File: src/rtl/cacc_group_sched_if.sv
// CSB, dual-group and datapath-control signals of the CACC ping-pong scheduler.
// The slave modport is the scheduler; the master modport is its environment.
interface cacc_group_sched_if;
    logic [11:0] reg_offset;
    logic [31:0] reg_wr_data;
    logic        reg_wr_en;
    logic        reg_dual_sel;
    logic [31:0] reg_rd_data;
    logic        d0_op_en_trigger;
    logic        d1_op_en_trigger;
    logic        d0_wr_en;
    logic        d1_wr_en;
    logic        d0_op_en;
    logic        d1_op_en;
    logic        producer;
    logic        consumer;
    logic        dp_start;
    logic        dp_group;
    logic        dp_busy;
    logic        dp_done;
    logic [1:0]  done_intr;

    modport master (
        output reg_offset, reg_wr_data, reg_wr_en, reg_dual_sel,
        output d0_op_en_trigger, d1_op_en_trigger, dp_done,
        input  reg_rd_data, d0_wr_en, d1_wr_en, d0_op_en, d1_op_en,
        input  producer, consumer, dp_start, dp_group, dp_busy, done_intr
    );

    modport slave (
        input  reg_offset, reg_wr_data, reg_wr_en, reg_dual_sel,
        input  d0_op_en_trigger, d1_op_en_trigger, dp_done,
        output reg_rd_data, d0_wr_en, d1_wr_en, d0_op_en, d1_op_en,
        output producer, consumer, dp_start, dp_group, dp_busy, done_intr
    );
endinterface

File: src/rtl/cacc_group_sched.sv
// Ping-pong scheduler for the CACC D0/D1 register groups: routes CSB writes to the
// producer group and runs/retires the consumer group on the accumulator datapath.
//
// state | meaning
// IDLE  | waiting for op_en of the consumer group
// START | one-cycle dp_start to the datapath
// RUN   | datapath busy, waiting for dp_done
// GAP   | enforced idle cycles after a retire
module cacc_group_sched #(
    parameter int IDLE_GAP = 2
) (
    input logic               nvdla_core_clk,
    input logic               nvdla_core_rst,
    cacc_group_sched_if.slave bus
);
    localparam int CW = (IDLE_GAP < 1) ? 1 : $clog2(IDLE_GAP + 1);
    localparam logic [CW-1:0] GAP_LOAD = (IDLE_GAP > 0) ? CW'(IDLE_GAP - 1) : '0;

    typedef enum logic [1:0] {S_IDLE, S_START, S_RUN, S_GAP} state_t;

    state_t        state, state_nxt;
    logic [CW-1:0] cnt, cnt_nxt;
    logic [1:0]    op_en, op_set, op_clr;
    logic [1:0]    done_intr;
    logic          producer, consumer, dp_group;
    logic          retire, dp_start, dp_busy, ptr_wr;
    logic [1:0]    st0, st1;
    logic [31:0]   rd_data;
    logic          unused_wr_data;

    assign ptr_wr = bus.reg_wr_en & (bus.reg_offset == 12'h004);
    assign op_set = {bus.d1_op_en_trigger & bus.reg_wr_data[0],
                     bus.d0_op_en_trigger & bus.reg_wr_data[0]};
    assign op_clr = {retire & consumer, retire & ~consumer};
    // only bit 0 of the write data carries meaning for this block
    assign unused_wr_data = ^bus.reg_wr_data[31:1];

    always_comb begin
        state_nxt = state;
        cnt_nxt   = cnt;
        retire    = 1'b0;
        dp_start  = 1'b0;
        dp_busy   = 1'b0;
        case (state)
            S_IDLE: begin
                if (op_en[consumer]) state_nxt = S_START;
            end
            S_START: begin
                dp_start  = 1'b1;
                dp_busy   = 1'b1;
                state_nxt = S_RUN;
            end
            S_RUN: begin
                dp_busy = 1'b1;
                if (bus.dp_done) begin
                    retire = 1'b1;
                    if (IDLE_GAP == 0) begin
                        state_nxt = S_IDLE;
                    end else begin
                        state_nxt = S_GAP;
                        cnt_nxt   = GAP_LOAD;
                    end
                end
            end
            S_GAP: begin
                if (cnt == '0) state_nxt = S_IDLE;
                else           cnt_nxt   = cnt - 1'b1;
            end
            default: state_nxt = S_IDLE;
        endcase
    end

    always_ff @(posedge nvdla_core_clk or posedge nvdla_core_rst) begin
        if (nvdla_core_rst) begin
            state     <= S_IDLE;
            cnt       <= '0;
            op_en     <= 2'b00;
            producer  <= 1'b0;
            consumer  <= 1'b0;
            dp_group  <= 1'b0;
            done_intr <= 2'b00;
        end else begin
            state     <= state_nxt;
            cnt       <= cnt_nxt;
            op_en     <= (op_en & ~op_clr) | op_set;
            done_intr <= op_clr;
            if (ptr_wr) producer <= bus.reg_wr_data[0];
            if (retire) consumer <= ~consumer;
            if (state == S_IDLE && state_nxt == S_START) dp_group <= consumer;
        end
    end

    // status per group: 1 running, 2 enabled but not yet on the datapath, 0 idle
    always_comb begin
        st0 = 2'd0;
        st1 = 2'd0;
        if (dp_busy && !dp_group)     st0 = 2'd1;
        else if (op_en[0])            st0 = 2'd2;
        if (dp_busy && dp_group)      st1 = 2'd1;
        else if (op_en[1])            st1 = 2'd2;
        case (bus.reg_offset)
            12'h000: rd_data = {14'b0, st1, 14'b0, st0};
            12'h004: rd_data = {15'b0, consumer, 15'b0, producer};
            default: rd_data = 32'b0;
        endcase
    end

    assign bus.reg_rd_data = rd_data;
    assign bus.d0_wr_en    = bus.reg_wr_en & bus.reg_dual_sel & ~producer & ~op_en[0];
    assign bus.d1_wr_en    = bus.reg_wr_en & bus.reg_dual_sel &  producer & ~op_en[1];
    assign bus.d0_op_en    = op_en[0];
    assign bus.d1_op_en    = op_en[1];
    assign bus.producer    = producer;
    assign bus.consumer    = consumer;
    assign bus.dp_start    = dp_start;
    assign bus.dp_group    = dp_group;
    assign bus.dp_busy     = dp_busy;
    assign bus.done_intr   = done_intr;
endmodule
File: src/flat_wrapper.sv
// flat-port wrapper written by rule: the top's interface ports become plain ports
module cacc_group_sched_flat 
#(
    parameter int IDLE_GAP = 2
)
  (nvdla_core_clk, nvdla_core_rst, bus_reg_offset, bus_reg_wr_data, bus_reg_wr_en, bus_reg_dual_sel, bus_d0_op_en_trigger, bus_d1_op_en_trigger, bus_dp_done, bus_reg_rd_data, bus_d0_wr_en, bus_d1_wr_en, bus_d0_op_en, bus_d1_op_en, bus_producer, bus_consumer, bus_dp_start, bus_dp_group, bus_dp_busy, bus_done_intr);
  cacc_group_sched_if bus_i ();
  input logic nvdla_core_clk;
  input logic nvdla_core_rst;
  input wire logic [$bits(bus_i.reg_offset)-1:0] bus_reg_offset;
  input wire logic [$bits(bus_i.reg_wr_data)-1:0] bus_reg_wr_data;
  input wire logic [$bits(bus_i.reg_wr_en)-1:0] bus_reg_wr_en;
  input wire logic [$bits(bus_i.reg_dual_sel)-1:0] bus_reg_dual_sel;
  input wire logic [$bits(bus_i.d0_op_en_trigger)-1:0] bus_d0_op_en_trigger;
  input wire logic [$bits(bus_i.d1_op_en_trigger)-1:0] bus_d1_op_en_trigger;
  input wire logic [$bits(bus_i.dp_done)-1:0] bus_dp_done;
  output wire logic [$bits(bus_i.reg_rd_data)-1:0] bus_reg_rd_data;
  output wire logic [$bits(bus_i.d0_wr_en)-1:0] bus_d0_wr_en;
  output wire logic [$bits(bus_i.d1_wr_en)-1:0] bus_d1_wr_en;
  output wire logic [$bits(bus_i.d0_op_en)-1:0] bus_d0_op_en;
  output wire logic [$bits(bus_i.d1_op_en)-1:0] bus_d1_op_en;
  output wire logic [$bits(bus_i.producer)-1:0] bus_producer;
  output wire logic [$bits(bus_i.consumer)-1:0] bus_consumer;
  output wire logic [$bits(bus_i.dp_start)-1:0] bus_dp_start;
  output wire logic [$bits(bus_i.dp_group)-1:0] bus_dp_group;
  output wire logic [$bits(bus_i.dp_busy)-1:0] bus_dp_busy;
  output wire logic [$bits(bus_i.done_intr)-1:0] bus_done_intr;
  assign bus_i.reg_offset = bus_reg_offset;
  assign bus_i.reg_wr_data = bus_reg_wr_data;
  assign bus_i.reg_wr_en = bus_reg_wr_en;
  assign bus_i.reg_dual_sel = bus_reg_dual_sel;
  assign bus_i.d0_op_en_trigger = bus_d0_op_en_trigger;
  assign bus_i.d1_op_en_trigger = bus_d1_op_en_trigger;
  assign bus_i.dp_done = bus_dp_done;
  assign bus_reg_rd_data = bus_i.reg_rd_data;
  assign bus_d0_wr_en = bus_i.d0_wr_en;
  assign bus_d1_wr_en = bus_i.d1_wr_en;
  assign bus_d0_op_en = bus_i.d0_op_en;
  assign bus_d1_op_en = bus_i.d1_op_en;
  assign bus_producer = bus_i.producer;
  assign bus_consumer = bus_i.consumer;
  assign bus_dp_start = bus_i.dp_start;
  assign bus_dp_group = bus_i.dp_group;
  assign bus_dp_busy = bus_i.dp_busy;
  assign bus_done_intr = bus_i.done_intr;
  cacc_group_sched #(.IDLE_GAP(IDLE_GAP)) u_core (.nvdla_core_clk(nvdla_core_clk), .nvdla_core_rst(nvdla_core_rst), .bus(bus_i));
endmodule
File: config.mk
export PLATFORM = sky130hd
export DESIGN_NAME = cacc_group_sched_flat
export DESIGN_NICKNAME = d
export VERILOG_FILES = /design/src/rtl/cacc_group_sched_if.sv /design/src/rtl/cacc_group_sched.sv /design/src/flat_wrapper.sv
export SDC_FILE = /design/constraint.sdc
export NUM_CORES = 1
export LEC_CHECK = 0
export CORE_UTILIZATION = 26
export CTS_CLUSTER_DIAMETER = 150
export DETAILED_ROUTE_END_ITERATION = 8
export PLACE_DENSITY = 0.76
export SYNTH_ARGS = -nofsm -noshare
export SYNTH_HDL_FRONTEND = slang
export SYNTH_SLANG_ARGS = --single-unit
File: constraint.sdc
create_clock -name nvdla_core_clk -period 1.4 [get_ports nvdla_core_clk]
set_input_delay 0.21 -clock nvdla_core_clk [delete_from_list [all_inputs] [get_ports nvdla_core_clk]]
set_output_delay 0.21 -clock nvdla_core_clk [all_outputs]
set_load 0.01 [all_outputs]
### Word-level counts from Yosys, hierarchy flattened

Index checks and enable logic that the tools add are counted.

| word-level totals | value |
|---|---|
| bits in registers | 11 |
| bits in latches | 0 |
| memory bits (writable) | 0 |
| memory bits (read-only) | 0 |
| bits of input ports | 51 |
| output and inout port bits | 43 |
| logic and storage cells | 61 |
| memories kept | 0 |

| cells by class | value |
|---|---|
| add/subtract/negate cells | 1 |
| multipliers | 0 |
| divide/modulo/power cells | 0 |
| $lt $le $gt $ge | 1 |
| equal/unequal tests | 7 |
| shift-type cells | 0 |
| multiplexer cells | 18 |
| bitwise logic cells | 17 |
| reductions and logical operators | 10 |

Operators by type and width:

| cell | count |
|---|---|
| one-hot mux 18 bit (2 select lines) | 1 |
| two-way mux 2 bit | 9 |
| == test 12 x 3 -> 1 bit, second input constant | 1 |
| logical NOT 12 bit | 1 |
| bitwise AND 1 bit | 10 |
| one-hot mux 2 bit (4 select lines) | 1 |
| two-way mux 1 bit | 6 |
| == test 2 x 1 -> 1 bit, second input constant | 2 |
| == test 2 bit, second input constant | 2 |
| logical NOT 2 bit | 2 |
| inequality test 2 bit, second input constant | 2 |
| inverter 1 bit | 4 |
| one-hot mux 2 bit (2 select lines) | 1 |
| logical AND 1 bit | 3 |
| AND reduction 3 bit | 1 |
| bitwise AND 2 bit | 1 |
| < comparator 1 x 2 -> 1 bit, second input constant | 1 |
| inverter 2 bit | 1 |
| OR 2 bit | 1 |
| nonzero test 2 bit | 1 |
| OR reduction 2 bit | 1 |
| subtractor 2 x 1 -> 2 bit, second input constant | 1 |
| logical NOT 1 bit | 1 |

### Depth between registers and ports, before layout

Gate-level depths: netlist of the first run.

| logic depth | value |
|---|---|
| depth in word-level cells | 6 |
| depth in mapped cells | 5 |
| gate-level depth less buffers | 5 |

### Worst setup path before layout of the first run

OpenSTA, ideal clock, no wires.

| timing path | value |
|---|---|
| path kind | reg2out |
| from | register u_core.state[1] |
| to | output port bus_reg_rd_data[16] |
| arrival time | 1,234 ps |
| required time | 1,190 ps |
| setup slack | -44 ps |
| stages on the path, launching flop included | 6 |
| path buffers | 0 |
| path through | dfrtp_1 -> inv_1 -> ha_1 -> nand2_1 -> o21ai_0 -> nor2b_1 |

| on the way | value |
|---|---|
| word-level cells in the longest chain between the ends | 6 |

Ends and longest elaborated chain:

| element | RTL line | RTL |
|---|---|---|
| from (decl) | cacc_group_sched.sv:21 | `state_t state, state_nxt;` |
| from (signal assigned) | cacc_group_sched.sv:83 | `state <= state_nxt;` |
| == test 2 x 1 -> 1 bit or == test 2 bit (tied branches) | cacc_group_sched.sv:44 | `case (state)` |
| OR reduction 2 bit (no line) (*) | n/a |  |
| two-way mux 1 bit (*) | cacc_group_sched.sv:44 |  |
| via bus_dp_busy | flat_wrapper.sv:26 | `output wire logic [$bits(bus_i.dp_busy)-1:0] bus_dp_busy;` |
| logical AND 1 bit (*) | cacc_group_sched.sv:99 | `if (dp_busy && dp_group) st1 = 2'd1;` |
| two-way mux 2 bit (*) | cacc_group_sched.sv:99 |  |
| one-hot mux 18 bit (2 select lines) (*) | cacc_group_sched.sv:101 | `case (bus.reg_offset)` |
| to (decl) | flat_wrapper.sv:17 | `output wire logic [$bits(bus_i.reg_rd_data)-1:0] bus_reg_rd_data;` |

Mark *: on every way through the listed nets, which the timed path passes. The rest lies on a longest branch.

### Final worst setup path of the first run

| timing path | value |
|---|---|
| from | register u_core.state[0] |
| to | output port bus_reg_rd_data[0] |

| on the way | value |
|---|---|
| word-level cells in the longest chain between the ends | 6 |

Ends and longest elaborated chain:

| element | RTL line | RTL |
|---|---|---|
| == test 2 x 1 -> 1 bit or == test 2 bit (tied branches) | cacc_group_sched.sv:44 |  |
| OR reduction 2 bit (no line) (*) | n/a |  |
| two-way mux 1 bit (*) | cacc_group_sched.sv:44 |  |
| logical AND 1 bit (*) | cacc_group_sched.sv:97 | `if (dp_busy && !dp_group) st0 = 2'd1;` |
| two-way mux 2 bit (*) | cacc_group_sched.sv:97 |  |
| one-hot mux 18 bit (2 select lines) (*) | cacc_group_sched.sv:101 |  |

Mark *: on every way between the ends. The rest lies on a longest branch, timed or not.

==> results, run 1 <==
- Summed over all cells, the static leakage comes to roughly 0.71 nW.
- The flip-flop and latch count after synthesis is 11.
- Setup repair after global routing could not meet its margin everywhere.
- The detail route stage leaves a number of antenna-violating nets equal to 0.
- The floorplan step defined a die boundary enclosing 3680 sq um.
- The top-level I/O count is between 90 and 100.
- The run finished, with violations left.
- For this block, the via count after detailed routing is between 800 and 900.
- The category of the worst setup path launch point is a flop.
- The synthesized design contains 0 enable-type register cells.
- Counting along the longest clock path gives a buffer depth of 2.
- The worst register-to-register path begins at u_core.bus.consumer.
- In this run the core area contains 20 standard-cell rows.
- The minimum period implied by the final worst setup slack is ~1.6 ns.
- Of the total power, the share spent switching nets is 0.3765.
- In this run the number of H-tree levels came out at 1.
- The fraction of power consumed by the clock network is 0.092.
- The biggest area contributor in the post-synthesis netlist is sky130_fd_sc_hd__dfrtp_1.
- In this run the cell area of the synthesized design comes to 894.6 sq um.
- The part of the cycle the worst path needs is 1.156.
- The synthesis-to-layout area growth is 64.34%.
- After clock tree synthesis, the clock-pin slew on the worst setup and hold paths is around 0.07 ns.
- The largest fanout on the critical path is 4.
- The global-route wire length before repair is approximately 3.2 mm.
- The remaining global-route overflow is 0.
- The kind of capture point of the worst setup path is a primary output.
- The total CTS buffers is 3.
- The final reports fail on negative setup slack.
- In this run the clock root is driven by a sky130_fd_sc_hd__clkbuf_4.
- The final estimated routing congestion in global placement is 0.7980.
- The critical path's top delay family is flip-flops.
- Traced cell by cell, the critical path runs through inv_2, ha_4, nor3b_2, a21oi_1, nor2_1, buf_2.
- The fraction of power consumed by sequential logic is 0.206.
- In the final layout, the share of cells above drive strength 1 is 0.3659.
- Between clock sinks in the finished design, the worst skew comes to between 0.0015 and 0.002 ns.
- Of the total power, combinational logic draws 0.702.
- The core region is around 3200 sq um.
- The number of distinct library cells after synthesis is 29.
- The number of design-rule violations left by the first detailed-router iteration is 10.
- The number of hold-slack violations in the final timing report was 0.
- The final layout contains routed wiring with a total length of about 2.1 mm.
- The height of the chip is 60.66 um.
- For this run, the slowest stage of the critical path takes ~0.36 ns.
- The path depth of the worst reg2reg path is 4.
- The source-to-sink clock delay at the later pin of the worst-skew pair is 0.27 ns.
- In this run, post-CTS hold repair placed 0 buffers.
- The register area is ~280 sq um.
- The Yosys step of the flow raised 0 warnings.
- The internal power of the cells totals 1.484 mW.
- The first-pass iteration count of the detailed router is 4.
- Dividing the detail-routed via count by the number of cells gives roughly 3.9.
- The critical path class is flop to primary output.
- From left edge to right edge, the die measures 60.66 um.
- Setup slack on the critical path of the routed design comes to -0.2182 ns.
- Timing would allow up to 618.0 MHz.
- The endpoint identified for the worst register-to-register timing path is u_core.bus.dp_group.
- The slack of the worst reg-to-reg path is 0.03 ns.
- Entering global routing, the biggest net connects 12 pins.
- The overall routing resource usage is 0.1195.
- In the synthesized netlist, the cells that appear most often are sky130_fd_sc_hd__buf_4, sky130_fd_sc_hd__dfrtp_1, sky130_fd_sc_hd__nand2_1, sky130_fd_sc_hd__inv_1, sky130_fd_sc_hd__o21ai_0.
- VDD sags by at most between 0.8 and 0.9 mV.
- TritonCTS built the clock tree.
- The standard cell with the maximum stage delay on the critical path is sky130_fd_sc_hd__dfrtp_1.
- In this run the power spent charging and discharging nets is between 0.8 and 0.9 mW.
- After the last flow step, the layout net total stands at around 220.
- Data on the critical path arrives at its endpoint at between 1 and 1.5 ns.
- Ranked by total cell area, the synthesized netlist is headed by sky130_fd_sc_hd__dfrtp_1, sky130_fd_sc_hd__buf_4, sky130_fd_sc_hd__ha_1.
- Setup violations remaining at the end of the flow were counted as 5.
- The count of pins over their slew limit is 0.
- The proportion of netlist area held by the largest area contributor is 0.3077.
- The tool flagged a number of max-cap violations equal to 0.
- In the final routed layout, each cell accounts on average for approximately 10 um.
- Data on the critical path is required at its endpoint by about 1.2 ns.
- The DRC violations left is 0.
- The number of global-route vias before repair is 711.
- The initial utilization of the core area, before any placement, comes to 0.2837.
- The main flop type after synthesis is sky130_fd_sc_hd__dfrtp_1.
- The number of standard cells after synthesis is around 100.
- The critical path contains buffers and inverters numbering 2 combined.
- Counting the fill cells in the layout gives around 330.
- In the post-synthesis netlist, the cell with the most instances is sky130_fd_sc_hd__buf_4.
- The HPWL reported at the end of detailed placement is 1.621 mm.
- The critical path crosses 6 cells after its start point.
- At the placement stage, the worst setup path has a slack of -0.9555 ns.
- In this run the mean area of a mapped cell was roughly 8.7 sq um.
- The total clock sinks is 11.
- In the synthesized netlist the async set-or-reset flop fraction comes to 1.000.
- The type of the most critical hold path is input pin to asynchronous set/reset pin.
- For this run, the register share of the synthesized area comes to 0.3077.
- In the final layout, the multi-input gates occupy 608.1 sq um.
- The initial antenna violation count is 0.
- Summing internal, switching and leakage power gives ~2.4 mW.
- 0 antenna diodes ended up in the layout.
- Port buffering added 34 buffers.
- For this design the ratio of total power to cell area is between 1500 and 2000 nW/um^2.
flip-flops by register name, summed over array words and instances, names as in the netlist:
| register | count |
|---|---|
| u_core.cnt | 2 |
| u_core.state | 2 |
| u_core.op_en | 2 |
| u_core.bus.done_intr | 2 |
| u_core.bus.producer | 1 |
| u_core.bus.dp_group | 1 |
| u_core.bus.consumer | 1 |
cell usage in the layout (no fill, tap or decap), types with 3 or more instances in the layout:
master,Yosys,routed
sky130_fd_sc_hd__conb_1,1,28
sky130_fd_sc_hd__buf_4,28,21
sky130_fd_sc_hd__dlygate4sd2_1,0,15
sky130_fd_sc_hd__dfrtp_1,11,11
sky130_fd_sc_hd__clkdlybuf4s50_1,0,10
sky130_fd_sc_hd__nand2_1,10,9
sky130_fd_sc_hd__buf_2,0,7
sky130_fd_sc_hd__inv_1,7,5
sky130_fd_sc_hd__nor3_2,0,4
sky130_fd_sc_hd__buf_6,0,4
sky130_fd_sc_hd__nor2_1,3,3
sky130_fd_sc_hd__o21ai_1,0,3
sky130_fd_sc_hd__clkbuf_4,0,3
cell type report:
type / count / share of cell area
well taps: 44 / 0.03745
multi-input cells: 84 / 0.4136
inverters: 7 / 0.01787
clock buffers: 4 / 0.01787
flip-flops and latches: 11 / 0.1872
repair buffers: 58 / 0.3260
layer usage:
metal	GRT usage	part of all wire	up-vias
li1	-	-	412
met1	0.1630	0.42	363
met2	0.1884	0.52	32
met3	0.02559	0.056	0
met5	0	0	-
met4	0.03896	0	0
through the flow:
stage | std cells | util | hold WS [ns] | setup TNS (ns) | area, sq um
after detailed placement | 195 | 0.4167 | 0.5144 | -4.587 | 1314
after floorplan | 130 | - | 0.06244 | 0 | 1016
after CTS | 208 | 0.4548 | 0.2472 | -0.8908 | 1434
after global placement | 195 | 0.4167 | 0.5218 | -4.242 | 1314
after global routing | 208 | 0.4663 | 0.2839 | -1.460 | 1470
final | 208 | 0.4663 | 0.2331 | -0.9762 | 1470
power by group through the flow:
stage	combinational, mW	clock, mW	sequential [mW]
2_1_floorplan	0.710	0	0.569
3_3_place_gp	1.33	0	0.520
3_5_place_dp	1.35	0	0.523
4_1_cts	1.56	0.223	0.487
5_1_grt	1.83	0.244	0.505
6_report	1.67	0.219	0.491
worst max-delay path by stage:
stage	start	end	slack, ns
2_1_floorplan	u_core.state[1]	bus_reg_rd_data[0]	0.008
3_3_place_gp	bus_reg_offset[5]	bus_reg_rd_data[1]	-0.85
3_5_place_dp	bus_reg_offset[5]	bus_reg_rd_data[1]	-0.96
4_1_cts	u_core.state[1]	bus_reg_rd_data[0]	-0.22
5_1_grt	u_core.state[0]	bus_reg_rd_data[0]	-0.32
6_report	u_core.state[0]	bus_reg_rd_data[0]	-0.22
cells by family after synthesis:
group           Yosys count  share of synthesized area
other cells               1                   0.004192
compound gates           16                     0.1133
flops                    11                     0.3077
simple gates             31                     0.1846
xor+xnor                  1                   0.009792
buf+inv                  35                     0.2643
mux                       3                    0.04615
fa+ha+maj                 5                    0.06993
repair_timing:
action / in CTS / in global routing
pin swaps: 10 / 9
buffers inserted: 9 / 1
resized for setup: 70 / 10
setup endpoints to repair: 17 / 14
hold endpoints to repair: 0 / 0
(Power assumes the default switching activity.)
==> inputs of run 2 (changes only) <==
--- a/config.mk
+++ b/config.mk
@@ -7,6 +7,7 @@
 export LEC_CHECK = 0
 export CORE_UTILIZATION = 26
 export CTS_CLUSTER_DIAMETER = 150
+export CTS_CLUSTER_SIZE = 30
 export DETAILED_ROUTE_END_ITERATION = 8
 export PLACE_DENSITY = 0.76
 export SYNTH_ARGS = -nofsm -noshare
==> results of run 2 <==
Final layout, timing and power as in run 1 (identical DEF).
==> variant 1 (config.mk and constraints of run 1) <==
Reset style: synchronous (`nvdla_core_rst`), changed in one clocked block.
--- a/src/rtl/cacc_group_sched.sv
+++ b/src/rtl/cacc_group_sched.sv
@@ -70,7 +70,7 @@
         endcase
     end
 
-    always_ff @(posedge nvdla_core_clk or posedge nvdla_core_rst) begin
+    always_ff @(posedge nvdla_core_clk) begin
         if (nvdla_core_rst) begin
             state     <= S_IDLE;
             cnt       <= '0;
Check against the original RTL: differs if nvdla_core_rst is asserted again (counterexample within 4 cycles, from zero or initial values and one cycle with nvdla_core_rst high); with nvdla_core_rst held inactive, the same outputs for 10 cycles.
==> variant 1 against run 1 <==
The flow still finishes with violations (setup timing); setup slack better by 0.040 ns; combinational power decreased by 40%; total power decreased by 32%; final area is 5.5% lower; sequential cell count unchanged; routed wire length down 3.2%; area after synthesis decreased by 1.8%; maximum frequency increased by 2.6%; critical path type unchanged; largest power group unchanged; highest routed layer is now met4.
==> variant 1: results (changes against run 1) <==
run_status:
  status: "complete, but fails checks"
  violations: "setup timing"
clock_network:
  cts_buffer_depth: 2  # unchanged
  clock_latency_ns: 0.27  # about the same
  clk_pin_slew_ns: 0.08
  htreeDepth: 1  # unchanged
  cts-root-buf: "clkbuf_4"
  cts-buffers-inserted: 3  # unchanged
sta:
  setup_viol: 6  # +1
  layout_setup_ws_ns: -0.178  # +0.0403 ns
  timing.clock.skew_ns: 0.0120  # +0.0105 ns
synth:
  synth_top_area_cell: "dfxtp_1"
  synth_area_leaders: "dfxtp_1 25%, buf_4 24%, ha_1 7.1%, nor2_1 3.8%, nand2_1 3.4%"
  synth_warnings: 0  # unchanged
  synth_common_cells: "28 x buf_4, 11 x dfxtp_1, 9 x nor2_1, 8 x nand2_1"
  synth.distinct_cells: 34  # +17%
  synth-async-reset-ratio_pct: 0  # -100 points
  yosysSeqAreaShare_pct: 25.1  # -5.7 points
placed_design:
  dp_hpwl_mm: 1.55  # -4.5%
  place_area_mm2: 0.00126  # -3.9%
  finalWeightedCongestion: 0.804  # +0.75%
  port_buffers: 34  # unchanged
power_and_ir_drop:
  p_leak_nw: 0.634  # -11%
  ir_worst_vdd_mv: 0.292  # -66%
  p_int_mw: 1.02  # -31%
drt:
  drt-initial-drc-count: 14  # +4
  vias: 837  # +3.7%
  dr.pass1.iters: 4  # unchanged
  wl_per_cell_um: 9.99  # -2.7%
layout:
  diodes: 0  # unchanged
  fillerInstances: 312  # -4.3%
  utilization_pct: 44.4  # -2.2 points
  layout.nets: 220  # -0.45%
  drive_gt1_share_pct: 38.0  # +1.5 points
hold_path:
  min_path_type: "input pin to flop"
setup_path:
  cp_top_family: "flip-flops"
  crit_slowest_cell: "dfxtp_2"
  crit_arrival_ns: 1.37  # -0.04 ns
  critPathMaxFanout: 3  # -1
  slowest_delay_ns: 0.34  # -0.02 ns
global_route:
  grt_pass1_wl_mm: 3.13  # -3.2%
  grt_pass1_vias: 764  # +7.5%
  grt_max_degree: 11  # -1
  grt_usage_pct: 11.6  # -0.33 points
variant 1: changes by cell type after synthesis, sizes merged, moves of 4 or more:
cell,run 1,this run
dfrtp,11,0
dfxtp,0,11
nor2,3,9
o21ai,7,3
variant 1: final timing paths:
kind,to,start,cells after the start,slack (ns)
max,bus_reg_rd_data[0],u_core.state[1],6,-0.18
min,u_core.bus.producer,bus_reg_offset[6],6,0.45
max reg2reg,u_core.cnt[0],u_core.state[0],8,-0.13
min reg2reg,u_core.cnt[0],u_core.cnt[0],2,0.52
variant 1: layer usage:
layer  GRT usage (%)  wire length (um)  share of wire [%]  vias to the layer above
li1                -                 -                  -                      421
met1            11.9               805                 39                      371
met2            20.9              1060                 51                       43
met3            5.63               187                9.0                        2
met4            2.99                12               0.58                        0
met5               0                 0                  0                        -
variant 1: worst reg2reg max path, cell delays in order (launching register included):
cell,delay (ns)
dfxtp_2,0.33
inv_2,0.07
buf_4,0.11
buf_6,0.09
ha_4,0.14
and2b_2,0.20
nor2_1,0.05
mux2_4,0.26
a221oi_2,0.19
variant 1: layout make-up:
cell class / instances / area share, %
Tap cell: 44 / 3.96
Inverter: 5 / 1.35
Multi-Input combinational cell: 90 / 45.9
Clock inverter: 1 / 0.360
Clock buffer: 3 / 1.62
Sequential cell: 11 / 16.1
Timing Repair Buffer: 53 / 30.7
variant 1: timing repair:
action / CTS / global route
pin swaps: 8 / 5
resized for setup: 67 / 26
buffers inserted: 2 / 3
setup endpoints to repair: 16 / 10
variant 1: through the flow:
stage          power, mW  std cells  worst slack, ns  setup TNS, ns
3_5_place_dp        1.15        199           -0.708          -3.69
3_3_place_gp        1.14        199           -0.658          -3.45
4_1_cts             1.39        205           -0.201         -0.627
5_1_grt             1.74        207           -0.282          -1.42
6_report            1.63        207           -0.178         -0.776
2_1_floorplan      0.864        136           0.0164              0
variant 1: power by group through the flow:
stage	Clock [mW]	Sequential [mW]	Combinational [mW]
2_1_floorplan	0	0.409	0.455
6_report	0.219	0.395	1.01
5_1_grt	0.244	0.401	1.10
4_1_cts	0.226	0.395	0.771
3_3_place_gp	0	0.393	0.745
3_5_place_dp	0	0.394	0.751
variant 1: kinds of logic after synthesis:
family                     Yosys count  share of synthesized area [%]
and+or+nand+nor                     37                           21.2
DFF                                 11                           25.1
buffers and inverters               35                           27.8
adders and majority gates            5                           7.12
xor gates and xnor gates             1                          0.997
other                                1                          0.427
AOI/OAI and AO/OA                   18                           15.7
muxes                                1                           1.71
==> variant 2 (flow settings as in run 1) <==
Without the edit above. `IDLE_GAP` is set to 2 in 2 places; all go to 8.
--- a/src/rtl/cacc_group_sched.sv
+++ b/src/rtl/cacc_group_sched.sv
@@ -7,7 +7,7 @@
 // RUN   | datapath busy, waiting for dp_done
 // GAP   | enforced idle cycles after a retire
 module cacc_group_sched #(
-    parameter int IDLE_GAP = 2
+    parameter int IDLE_GAP = 8
 ) (
     input logic               nvdla_core_clk,
     input logic               nvdla_core_rst,
--- a/src/flat_wrapper.sv
+++ b/src/flat_wrapper.sv
@@ -1,7 +1,7 @@
 // flat-port wrapper written by rule: the top's interface ports become plain ports
 module cacc_group_sched_flat 
 #(
-    parameter int IDLE_GAP = 2
+    parameter int IDLE_GAP = 8
 )
   (nvdla_core_clk, nvdla_core_rst, bus_reg_offset, bus_reg_wr_data, bus_reg_wr_en, bus_reg_dual_sel, bus_d0_op_en_trigger, bus_d1_op_en_trigger, bus_dp_done, bus_reg_rd_data, bus_d0_wr_en, bus_d1_wr_en, bus_d0_op_en, bus_d1_op_en, bus_producer, bus_consumer, bus_dp_start, bus_dp_group, bus_dp_busy, bus_done_intr);
   cacc_group_sched_if bus_i ();
Formal check against the unedited RTL: not equivalent (a bounded check fails within 10 cycles, from zero or initial values and one cycle with nvdla_core_rst high).
==> variant 2 against run 1 <==
The flow still finishes with violations (setup timing); routed wire length grew 29%; area after synthesis grew 16%; sequential cell count grew 2; final area grew 13%; final cell count grew 13%; total power grew 23%; synthesized cell count grew 24%; setup slack lost 0.023 ns.
==> variant 2: results (changes against run 1) <==
setup_path:
  reg2reg_to: "u_core.cnt[1]"
  crit_arrival_ns: 1.43  # +0.02 ns
  critPathMaxFanout: 3  # -1
  rr_worst_depth: 6  # +2
  r2r_slack_ns: -0.06  # -0.09 ns
  worstReg2RegStart: "u_core.cnt[0]"
clock_network:
  htreeDepth: 1  # unchanged
  clock_latency_ns: 0.25  # -0.02 ns
  cts-buffers-inserted: 3  # unchanged
  cts_buffer_depth: 2  # unchanged
  clk_pin_slew_ns: 0.06
  cts-root-buf: "clkbuf_8"
sta:
  layout_setup_ws_ns: -0.241  # -0.0231 ns
  setup_tns_ns: -1.02  # -0.0476 ns
  tightest_slew_ns: 0.526
  timing.clock.skew_ns: 0.00149  # -0.0000153 ns
  timing.hold.ws_ns: 0.305  # +0.0720 ns
  slew_violations: 0  # unchanged
  setup_viol: 8  # +3
global_route:
  grt_max_degree: 14  # +2
  grt_pass1_wl_mm: 3.55  # +10%
  grt_usage_pct: 11.0  # -0.95 points
  grt_pass1_vias: 812  # +14%
layout:
  fin_cells: 236  # +13%
  largest_reg_flops: 4
  layout.nets: 245  # +11%
  regMostFlops: "u_core.cnt"
  fillerInstances: 378  # +16%
  drive_gt1_share_pct: 38.3  # +1.7 points
placed_design:
  dp.cells: 224  # +15%
  dp_hpwl_mm: 1.82  # +12%
  place_area_mm2: 0.00145  # +10%
  finalWeightedCongestion: 0.750  # -6.0%
  pre_cts_slack_ns: -0.657  # +0.298 ns
power_and_ir_drop:
  p_leak_nw: 0.807  # +13%
  ir_worst_vdd_mv: 1.02  # +20%
  p_int_mw: 1.77  # +20%
synth:
  synth_common_cells: "28 x buf_4, 15 x nor2_1, 13 x dfrtp_1, 11 x nand2_1"
  synth_warnings: 0  # unchanged
  yosysSeqAreaShare_pct: 31.4  # +0.67 points
  syn_area_mm2: 0.00103  # +16%
  synth.distinct_cells: 29  # unchanged
  synth_area_leaders: "dfrtp_1 31%, buf_4 20%, ha_1 6.0%, nor2_1 5.4%, nand2_1 4.0%"
  synth_flop_cell: "dfrtp_1"
  syn_area_per_cell_um2: 8.08  # -6.9%
drt:
  avgViaCountPerCell: 4.17  # +7.4%
  drt_wl_total_mm: 2.76  # +29%
  drt-initial-drc-count: 12  # +2
run_status:
  status: "complete, but fails checks"
  violations: "setup timing"
flow_run:
  maxCapViolCount: 0  # unchanged
hold_path:
  min_path_type: "input pin to async pin"
## variant 2: changes by cell type in the layout (fill, tap and decap cells not counted), sizes merged, moves of 3 or more
cell / delta
a21oi: +3
and3: +3
dlygate4sd2: -5
dlymetal6s2s: +3
nand3: +4
nor2: +12
nor2b: -4
o21ai: +3
## variant 2: what timing repair did
| action | CTS | global route |
|---|---|---|
| pin swaps | 8 | 16 |
| setup endpoints to repair | 18 | 14 |
| resized for setup | 51 | 36 |
| buffers inserted | 2 | 6 |
## variant 2: worst max-delay path by stage
stage	from	endpoint	slack (ns)
2_1_floorplan	u_core.cnt[1]	u_core.state[0]	-0.11
3_3_place_gp	bus_reg_offset[10]	bus_reg_rd_data[17]	-0.63
5_1_grt	u_core.state[1]	bus_reg_rd_data[16]	-0.31
6_report	u_core.state[1]	bus_reg_rd_data[17]	-0.24
4_1_cts	u_core.state[1]	bus_reg_rd_data[0]	-0.19
3_5_place_dp	bus_reg_offset[10]	bus_reg_rd_data[1]	-0.66
## variant 2: per-layer routing
layer	GRT usage [%]	vias to the layer above	routed length, um
li1	-	489	-
met1	14.1	454	1200
met2	17.1	35	1390
met3	3.70	5	143
met4	3.80	0	30
met5	0	-	0
## variant 2: worst max-delay path, stage by stage, from the launching register on
cell	delay [ns]
dfrtp_1	0.36
inv_2	0.06
ha_4	0.29
nand2_2	0.07
buf_4	0.14
and3_4	0.15
buf_6	0.11
## variant 2: kinds of logic (layout without fill, tap and decap cells)
kind of cell | after synthesis | count (layout) | synth area share (%)
buf+inv | 39 | 72 | 25.3
fa+ha+maj | 5 | 5 | 6.05
other cells | 1 | 28 | 0.362
simple gates | 44 | 44 | 19.8
xor+xnor | 1 | 1 | 0.847
mux | 3 | 3 | 3.14
compound gates | 22 | 22 | 13.1
flops | 13 | 13 | 31.4
## variant 2: cell type report
type,count,area [um2],share of cell area [%]
multi-input combinational,103,698,42.0
timing repair buffer,60,504,30.3
sequential,13,325,19.6
tap,48,60.1,3.61
clock buffer,4,45.0,2.71
inverter,8,30.0,1.81
## variant 2: power by group through the flow
stage	combinational [mW]	clock, mW	sequential, mW
floorplan	0.731	0	0.657
global placement	1.41	0	0.610
detailed placement	1.43	0	0.613
CTS	1.48	0.350	0.591
global route	2.15	0.362	0.611
finish	1.99	0.340	0.599
